<file path="src/rtl/frame_scanner.sv">
// frame_scanner: raster timing generator and double-buffered framebuffer scan-out.
//
// Ports:
//   clk_33m           sole clock
//   rst               synchronous active-high reset
//   fb_read_x/_y      framebuffer read address (raw h/v counters)
//   fb_read_buffer    buffer being displayed; the painter owns the other one
//   fb_read_palette   palette index, valid READ_LATENCY cycles after the address
//   painter_finished  level: painter has completed the back buffer
//   paint_start       one-cycle painter restart pulse
//   hsync, vsync      active-low syncs, aligned with the colour outputs
//   de                data enable, aligned with the colour outputs
//   red/green/blue    pixel colour, forced to zero outside the visible area
//
// Pipeline: the counters are stage 0; de/hsync/vsync/rgb appear
// READ_LATENCY+1 cycles later. Buffer swaps and paint_start are registered,
// so they become visible in the cycle after the swap point (h=0, v=V_VISIBLE).
module frame_scanner #(
    parameter int H_VISIBLE    = 800,
    parameter int H_FRONT      = 40,
    parameter int H_SYNC       = 48,
    parameter int H_BACK       = 40,
    parameter int V_VISIBLE    = 480,
    parameter int V_FRONT      = 13,
    parameter int V_SYNC       = 3,
    parameter int V_BACK       = 29,
    parameter int COOR_WIDTH   = 12,
    parameter int READ_LATENCY = 2
) (
    input  logic                  clk_33m,
    input  logic                  rst,
    output logic [COOR_WIDTH-1:0] fb_read_x,
    output logic [COOR_WIDTH-1:0] fb_read_y,
    output logic                  fb_read_buffer,
    input  logic [1:0]            fb_read_palette,
    input  logic                  painter_finished,
    output logic                  paint_start,
    output logic                  hsync,
    output logic                  vsync,
    output logic                  de,
    output logic [7:0]            red,
    output logic [7:0]            green,
    output logic [7:0]            blue
);

    localparam int H_TOTAL = H_VISIBLE + H_FRONT + H_SYNC + H_BACK;
    localparam int V_TOTAL = V_VISIBLE + V_FRONT + V_SYNC + V_BACK;

    localparam logic [COOR_WIDTH-1:0] H_LAST  = COOR_WIDTH'(H_TOTAL - 1);
    localparam logic [COOR_WIDTH-1:0] V_LAST  = COOR_WIDTH'(V_TOTAL - 1);
    localparam logic [COOR_WIDTH-1:0] H_VIS   = COOR_WIDTH'(H_VISIBLE);
    localparam logic [COOR_WIDTH-1:0] V_VIS   = COOR_WIDTH'(V_VISIBLE);
    localparam logic [COOR_WIDTH-1:0] HS_BEG  = COOR_WIDTH'(H_VISIBLE + H_FRONT);
    localparam logic [COOR_WIDTH-1:0] HS_END  = COOR_WIDTH'(H_VISIBLE + H_FRONT + H_SYNC);
    localparam logic [COOR_WIDTH-1:0] VS_BEG  = COOR_WIDTH'(V_VISIBLE + V_FRONT);
    localparam logic [COOR_WIDTH-1:0] VS_END  = COOR_WIDTH'(V_VISIBLE + V_FRONT + V_SYNC);

    logic [COOR_WIDTH-1:0] h_count_q, h_count_d;
    logic [COOR_WIDTH-1:0] v_count_q, v_count_d;
    logic                  buf_q, buf_d;
    logic                  frame_ready_q, frame_ready_d;
    logic                  pf_prev_q;
    logic                  paint_start_q, paint_start_d;
    logic                  init_q;
    logic [READ_LATENCY:0] de_pipe_q, de_pipe_d;
    logic [READ_LATENCY:0] hs_pipe_q, hs_pipe_d;
    logic [READ_LATENCY:0] vs_pipe_q, vs_pipe_d;
    logic [7:0]            rgb_q, rgb_d;

    logic visible, hs_raw, vs_raw;
    logic pf_edge, swap_point, do_swap;
    logic [7:0] gray;

    always_comb begin
        h_count_d = h_count_q + 1'b1;
        v_count_d = v_count_q;
        if (h_count_q == H_LAST) begin
            h_count_d = '0;
            v_count_d = (v_count_q == V_LAST) ? '0 : v_count_q + 1'b1;
        end

        visible = (h_count_q < H_VIS) && (v_count_q < V_VIS);
        hs_raw  = (h_count_q >= HS_BEG) && (h_count_q < HS_END);
        vs_raw  = (v_count_q >= VS_BEG) && (v_count_q < VS_END);

        de_pipe_d = {de_pipe_q[READ_LATENCY-1:0], visible};
        hs_pipe_d = {hs_pipe_q[READ_LATENCY-1:0], hs_raw};
        vs_pipe_d = {vs_pipe_q[READ_LATENCY-1:0], vs_raw};

        // An edge arriving in the swap cycle itself counts as ready.
        pf_edge    = painter_finished & ~pf_prev_q;
        swap_point = (h_count_q == '0) && (v_count_q == V_VIS);
        do_swap    = swap_point & (frame_ready_q | pf_edge);

        buf_d         = buf_q ^ do_swap;
        paint_start_d = init_q | do_swap;
        frame_ready_d = frame_ready_q;
        if (do_swap) begin
            frame_ready_d = 1'b0;
        end else if (pf_edge) begin
            frame_ready_d = 1'b1;
        end

        unique case (fb_read_palette)
            2'd0:    gray = 8'hF7;
            2'd1:    gray = 8'h53;
            2'd2:    gray = 8'hDA;
            default: gray = 8'hFF;
        endcase
        // Palette data for a pixel is present while its de bit sits one
        // stage short of the output, so gate with that stage.
        rgb_d = de_pipe_q[READ_LATENCY-1] ? gray : '0;
    end

    always_ff @(posedge clk_33m) begin
        if (rst) begin
            h_count_q     <= '0;
            v_count_q     <= '0;
            buf_q         <= 1'b0;
            frame_ready_q <= 1'b0;
            pf_prev_q     <= 1'b0;
            paint_start_q <= 1'b0;
            init_q        <= 1'b1;
            de_pipe_q     <= '0;
            hs_pipe_q     <= '0;
            vs_pipe_q     <= '0;
            rgb_q         <= '0;
        end else begin
            h_count_q     <= h_count_d;
            v_count_q     <= v_count_d;
            buf_q         <= buf_d;
            frame_ready_q <= frame_ready_d;
            pf_prev_q     <= painter_finished;
            paint_start_q <= paint_start_d;
            init_q        <= 1'b0;
            de_pipe_q     <= de_pipe_d;
            hs_pipe_q     <= hs_pipe_d;
            vs_pipe_q     <= vs_pipe_d;
            rgb_q         <= rgb_d;
        end
    end

    assign fb_read_x      = h_count_q;
    assign fb_read_y      = v_count_q;
    assign fb_read_buffer = buf_q;
    assign paint_start    = paint_start_q;
    assign de             = de_pipe_q[READ_LATENCY];
    assign hsync          = ~hs_pipe_q[READ_LATENCY];
    assign vsync          = ~vs_pipe_q[READ_LATENCY];
    assign red            = rgb_q;
    assign green          = rgb_q;
    assign blue           = rgb_q;

endmodule

</file>
<file path="config.mk">
export PLATFORM = sky130hd
export DESIGN_NAME = frame_scanner
export DESIGN_NICKNAME = d
export VERILOG_FILES = /design/src/rtl/frame_scanner.sv
export SDC_FILE = /design/constraint.sdc
export NUM_CORES = 1
export LEC_CHECK = 0
export CORE_ASPECT_RATIO = 0.75
export CORE_MARGIN = 5
export CORE_UTILIZATION = 40
export DETAILED_ROUTE_END_ITERATION = 8
export PLACE_DENSITY = 0.73
export SLEW_MARGIN = 5
export SYNTH_ARGS = -nofsm -noshare
export SYNTH_HDL_FRONTEND = slang
export SYNTH_SLANG_ARGS = --single-unit
</file>
<file path="constraint.sdc">
create_clock -name clk_33m -period 2.1 [get_ports clk_33m]
set_clock_uncertainty 0.05 [all_clocks]
set_input_delay 0.63 -clock clk_33m [delete_from_list [all_inputs] [get_ports clk_33m]]
set_output_delay 0.63 -clock clk_33m [all_outputs]
set_load 0.01 [all_outputs]
</file>
==> out/metrics.yaml, run 1 <==
run_status:
  status: "finished, final reports clean"
cells_and_area:
  antenna_cells: 0
  drive_gt1_share_pct: 13.1
  fin_util_pct: 54.4
  mostFrequentLayoutCells: "57 x clkdlybuf4s50_1, 36 x dfxtp_1, 23 x nor2_1"
  finalNetCount: 311
  final_area_um2: 2850
  final_cells: 372
  syn2layout_area_growth_pct: 33.9
  final_common_cell: "clkdlybuf4s50_1"
min_path:
  hold_path_end: "paint_start$_SDFF_PP0_"
  holdPathStages: 2
  min_from: "init_q$_DFF_P_"
  hold_class: "reg -> reg"
cts:
  cts_tree: "built"
  clk_path_buf_depth: 2
  cts_root_buf: "clkbuf_8"
  clk_pin_slew_ps: 80
  cts_buffers: 5
  clock-sinks: 43
  cts_htree_levels: 2
  clkLatencyLatePin_ps: 300
sta:
  rsz0062_at_grt: "no"
  fmax_mhz: 491
  fin_crit_sh_pct: 97.0
  setup_viol: 0
  drv_slew: 0
  maxSlewHeadroom_pct: 71.3
  worstMarginPinSlew_ps: 425
  post-route-min-period_ps: 2040
  finalHoldViolations: 0
route:
  wl_um: 4810
  wl_per_cell_um: 12.9
  avgViaCountPerCell: 4.91
  vias: 1828
  drt-initial-drc-count: 123
  drtAntennaViolNets: 0
  drc: 0
  dr.pass1.iters: 4
synthesis:
  synth-seq-cells: 43
  synth.cell_area_um2: 2130
  synthCells: 242
  yosysUniqueCellTypes: 39
  async_flop_share_pct: 0
  seq_area_frac_synth_pct: 40.5
  yosys_warnings: 0
  syn_avg_cell_area_um2: 8.79
  synth_edf_count: 0
  synth_flop_cell: "dfxtp_1"
  synth_fp_nets: 257
power_and_ir_drop:
  p_leak_nw: 1.02
  switchingPower_mw: 0.360
  switching_share_pct: 24.2
  power_density_nw_per_um2: 522
  combinationalPowerShare_pct: 8.0
  finalPower_mw: 1.49
  pwr-share-clk_pct: 35.4
  pwr-share-seq_pct: 56.6
  ir_worst_vdd_mv: 0.343
  p_int_mw: 1.13
global_routing:
  grt_max_degree: 23
  antenna_found_initial: 0
  overflow: 0
  first_global_vias: 1677
  grtUsageTotal_pct: 14.7
  grt_pass1_wl_um: 8000
worst_setup_path:
  worst-setup-path-type: "reg -> out"
  cp.arrival_ps: 1360
  start_kind: "flip-flop"
  cp_cell_sequence: "clkdlybuf4s50_1"
  r2r-end: "fb_read_y[7]$_SDFFE_PP0N_"
  crit_path_top_delay_cell: "clkdlybuf4s50_1"
  cp.required_ps: 1420
  crit_fanout: 7
  reg2regPathDepth: 4
  critPathBufInv: 1
  ff2ff_setup_slack_ps: 110
  cpLargestDelayFamily: "buffers and inverters"
  end_kind: "output pin"
  cpPeakStageDelay_ps: 590
  cp-startpoint: "fb_read_x[7]$_SDFF_PP0_"
  reg2reg_from: "fb_read_x[5]$_SDFF_PP0_"
placement:
  postPlaceCellArea_um2: 2740
  dp_cells: 364
  numPortBuffers: 57
  gp_congestion: 0.938
  dp_hpwl_um: 3670
floorplan:
  die_h_um: 73.2
  floorplan.rows: 23
  die_w_um: 94.2
  core_um2: 5240
  boundaryPins: 58
  start_util_pct: 40.6
  die_area_um2: 6890
run:
  cap_violations: 0
## power groups by stage
stage	Combinational [mW]	Sequential [mW]	Clock, mW
3_3_place_gp	0.118	0.861	0
4_1_cts	0.120	0.843	0.543
6_report	0.119	0.842	0.527
3_5_place_dp	0.120	0.862	0
5_1_grt	0.131	0.847	0.582
2_1_floorplan	0.0628	0.865	0
## worst max path at each step
stage,end,slack (ps),cells past startpoint
5_1_grt,fb_read_x[7],10,1
6_report,fb_read_x[7],60,1
4_1_cts,fb_read_x[4],7,1
3_3_place_gp,fb_read_buffer$_SDFF_PP0_,-110,5
3_5_place_dp,fb_read_buffer$_SDFF_PP0_,-150,5
2_1_floorplan,fb_read_y[7]$_SDFFE_PP0N_,80,5
## cell type report
cell class / instances / area [µm²]
fill: 493 / 2390
inverter: 19 / 71.3
timing repair buffer: 73 / 703
clock buffer: 5 / 68.8
clock inverter: 3 / 20.0
multi-input combinational: 154 / 1020
sequential: 43 / 870
tap: 75 / 93.8
## metrics by stage
stage               setup TNS, ps  worst slack, ps  hold slack (ps)
floorplan                       0             80.8              361
global placement             -107             -107              367
detailed placement           -173             -153              373
CTS                             0             7.30              387
global route                    0             10.8              411
finish                          0             63.8              386
## cells in the mapped netlist, types with 3 or more instances
library cell	count	share of area, %
a21oi_1	12	2.8
and4_1	3	1.2
buf_4	20	7.1
ha_1	10	5.9
inv_1	19	3.4
or4_1	5	1.8
o32ai_1	5	2.1
dfxtp_1	43	40
nor3_1	8	1.9
or3_1	5	1.5
nor2_1	23	4.1
o21ai_0	5	1.2
nor4bb_1	4	1.9
and2_1	4	1.2
nand2b_1	3	0.88
nand3_1	13	3.1
and3_1	3	0.88
clkbuf_1	4	0.71
xnor2_1	8	3.3
nand4_1	4	1.2
nand2_1	8	1.4
nor2b_1	8	2.4
nor4_1	6	1.8
## logic make-up (layout without fill, tap and decap cells)
family | count (synthesis) | in the layout | share of synthesized area (%)
multiplexers | 1 | 1 | 0.529
buffers and inverters | 45 | 100 | 11.9
XOR/XNOR | 10 | 10 | 4.12
flip-flops | 43 | 43 | 40.5
AO/OA/AOI/OAI | 27 | 27 | 8.47
adder cells (fa/ha/maj) | 10 | 10 | 5.88
AND/OR/NAND/NOR | 106 | 106 | 28.6
## state kept, by name, summed over array words and instances (netlist names)
signal          count
hs_pipe_q           3
fb_read_y          12
pf_prev_q           1
de_pipe_q           3
fb_read_buffer      1
fb_read_x          12
init_q              1
paint_start         1
vs_pipe_q           3
blue                5
frame_ready_q       1
## repair_timing
action / CTS / global route
gates resized for setup: 1 / 8
buffers inserted: 0 / 0
setup endpoints to repair: 1 / 21
hold buffers: 0 / 0
pin swaps: 0 / 1
## layer usage
layer  vias to the layer above  GRT usage, %  routed length, µm
met5                         -             0                  0
met4                         0          3.37                 26
met3                         4          5.15                335
met2                        61          21.3               2010
met1                       835          20.9               2430
li1                        928             -                  -
(Power assumes the default switching activity.)
==> run 2, diff against run 1 <==
--- a/config.mk
+++ b/config.mk
@@ -5,11 +5,13 @@
 export SDC_FILE = /design/constraint.sdc
 export NUM_CORES = 1
 export LEC_CHECK = 0
+export ABC_CLOCK_PERIOD_IN_PS = 2100
 export CORE_ASPECT_RATIO = 0.75
 export CORE_MARGIN = 5
-export CORE_UTILIZATION = 40
+export CORE_UTILIZATION = 43
 export DETAILED_ROUTE_END_ITERATION = 8
-export PLACE_DENSITY = 0.73
+export HOLD_SLACK_MARGIN = 0.08
+export PLACE_DENSITY = 0.77
 export SLEW_MARGIN = 5
 export SYNTH_ARGS = -nofsm -noshare
 export SYNTH_HDL_FRONTEND = slang
==> out/metrics.yaml, run 2 (synthesis results as in run 1) <==
global_routing:
  grt_pass1_wl_um: 8180
  grtUsageTotal_pct: 15.0
  gr-usage-met3_pct: 4.99
  grt_max_degree: 15
  grt_util_met2_pct: 22.2
  overflow: 0
  first_global_vias: 1754
  antenna_found_initial: 0
  busiest_layer: "met2"
  grtUsageMet1_pct: 21.0
floorplan:
  boundaryPins: 58
  core_um2: 4840
  start_util_pct: 43.9
  die_h_um: 70.9
  die_area_um2: 6470
  floorplan.rows: 22
  die_w_um: 91.2
sta:
  post-route-min-period_ps: 2050
  worstMarginPinSlew_ps: 538
  setup_viol: 0
  setup_ws_ps: 49.8
  drv_slew: 0
  finalHoldViolations: 0
  rsz0062_at_grt: "no"
  maxSlewHeadroom_pct: 63.7
  fin_crit_sh_pct: 97.6
  fmax_mhz: 488
power_and_ir_drop:
  finalPower_mw: 1.48
  p_leak_nw: 1.01
  ir_worst_vdd_mv: 0.413
  power_density_nw_per_um2: 527
cells_and_area:
  mostFrequentLayoutCells: "57 x clkdlybuf4s50_1, 37 x dfxtp_1, 23 x nor2_1"
  finalNetCount: 310
  final_common_cell: "clkdlybuf4s50_1"
  drive_gt1_share_pct: 12.2
  antenna_cells: 0
  syn2layout_area_growth_pct: 31.8
  fin_util_pct: 57.9
  final_cells: 356
route:
  avgViaCountPerCell: 5.23
  drtAntennaViolNets: 0
  drt-initial-drc-count: 153
  wl_um: 4850
  wl_per_cell_um: 13.6
  drc: 0
  dr.pass1.iters: 4
  vias: 1863
worst_setup_path:
  cp.arrival_ps: 1370
  cpPeakStageDelay_ps: 600
  end_kind: "output pin"
  crit_path_top_delay_cell: "clkdlybuf4s50_1"
  crit_fanout: 7
  cp.required_ps: 1420
  cp_cell_sequence: "clkdlybuf4s50_1"
  cpLargestDelayFamily: "buffers and inverters"
  critPathBufInv: 1
  worst-setup-path-type: "reg -> out"
  start_kind: "flip-flop"
cts:
  clk_path_buf_depth: 2
  hold_buffers: 0
  cts_buffers: 5
  clkLatencyLatePin_ps: 290
  clk_pin_slew_ps: 80
  cts_root_buf: "clkbuf_8"
  cts_tree: "built"
  clock-sinks: 43
  cts_htree_levels: 2
placement:
  gp_congestion: 0.927
  dp_slack_ps: -169
  numPortBuffers: 57
  dp_hpwl_um: 3650
  dp_cells: 347
min_path:
  hold_class: "reg -> reg"
run_status:
  status: "finished, final reports clean"
run:
  cap_violations: 0
run 2: metrics by stage:
step	hold slack (ps)	TNS (ps)	instance area, µm²
after global routing	402	0	2800
after floorplan	361	0	2130
final	389	0	2800
after CTS	385	0	2790
after detailed placement	371	-206	2700
after global placement	371	-113	2700
run 2: layer usage:
| layer | up-vias | wire length [µm] | share of wire (%) |
|---|---|---|---|
| li1 | 932 | - | - |
| met1 | 851 | 2330 | 48 |
| met2 | 76 | 2060 | 42 |
| met3 | 4 | 426 | 8.8 |
| met4 | 0 | 32 | 0.66 |
| met5 | - | 0 | 0 |
run 2: worst register-to-register path: cells and delay by family, from the launching register on:
kind	cells	cell delay, ps
compound gates	2	350
simple gates	2	1150
flops	1	320
run 2: timing repair:
item,in CTS,in global routing
pin swaps,0,1
endpoints found under the setup margin,1,14
buffers inserted,0,1
gates resized for setup,1,6
run 2: worst paths after layout:
| path | to | start | slack [ps] | cells after the start |
|---|---|---|---|---|
| max | fb_read_y[7] | fb_read_y[7]$_SDFFE_PP0N_ | 50 | 1 |
| min | paint_start$_SDFF_PP0_ | init_q$_DFF_P_ | 390 | 2 |
| min reg2reg | paint_start$_SDFF_PP0_ | init_q$_DFF_P_ | 390 | 2 |
| max reg2reg | fb_read_y[7]$_SDFFE_PP0N_ | fb_read_x[5]$_SDFF_PP0_ | 130 | 4 |
run 2: final cells by class:
cell class,instances,area [µm²]
Fill cell,443,2040
Multi-Input combinational cell,154,1020
Sequential cell,43,868
Timing Repair Buffer,72,683
Tap cell,60,75.1
Inverter,19,71.3
Clock buffer,5,68.8
Clock inverter,3,20.0
run 2: where the power goes:
| part | leakage [nW] | switching, mW | total (mW) | internal (mW) |
|---|---|---|---|---|
| Combinational | 0.616 | 0.0520 | 0.116 | 0.0644 |
| Clock | 0.0402 | 0.288 | 0.519 | 0.231 |
| Sequential | 0.352 | 0.0122 | 0.843 | 0.830 |
| Total | 1.01 | 0.352 | 1.48 | 1.13 |
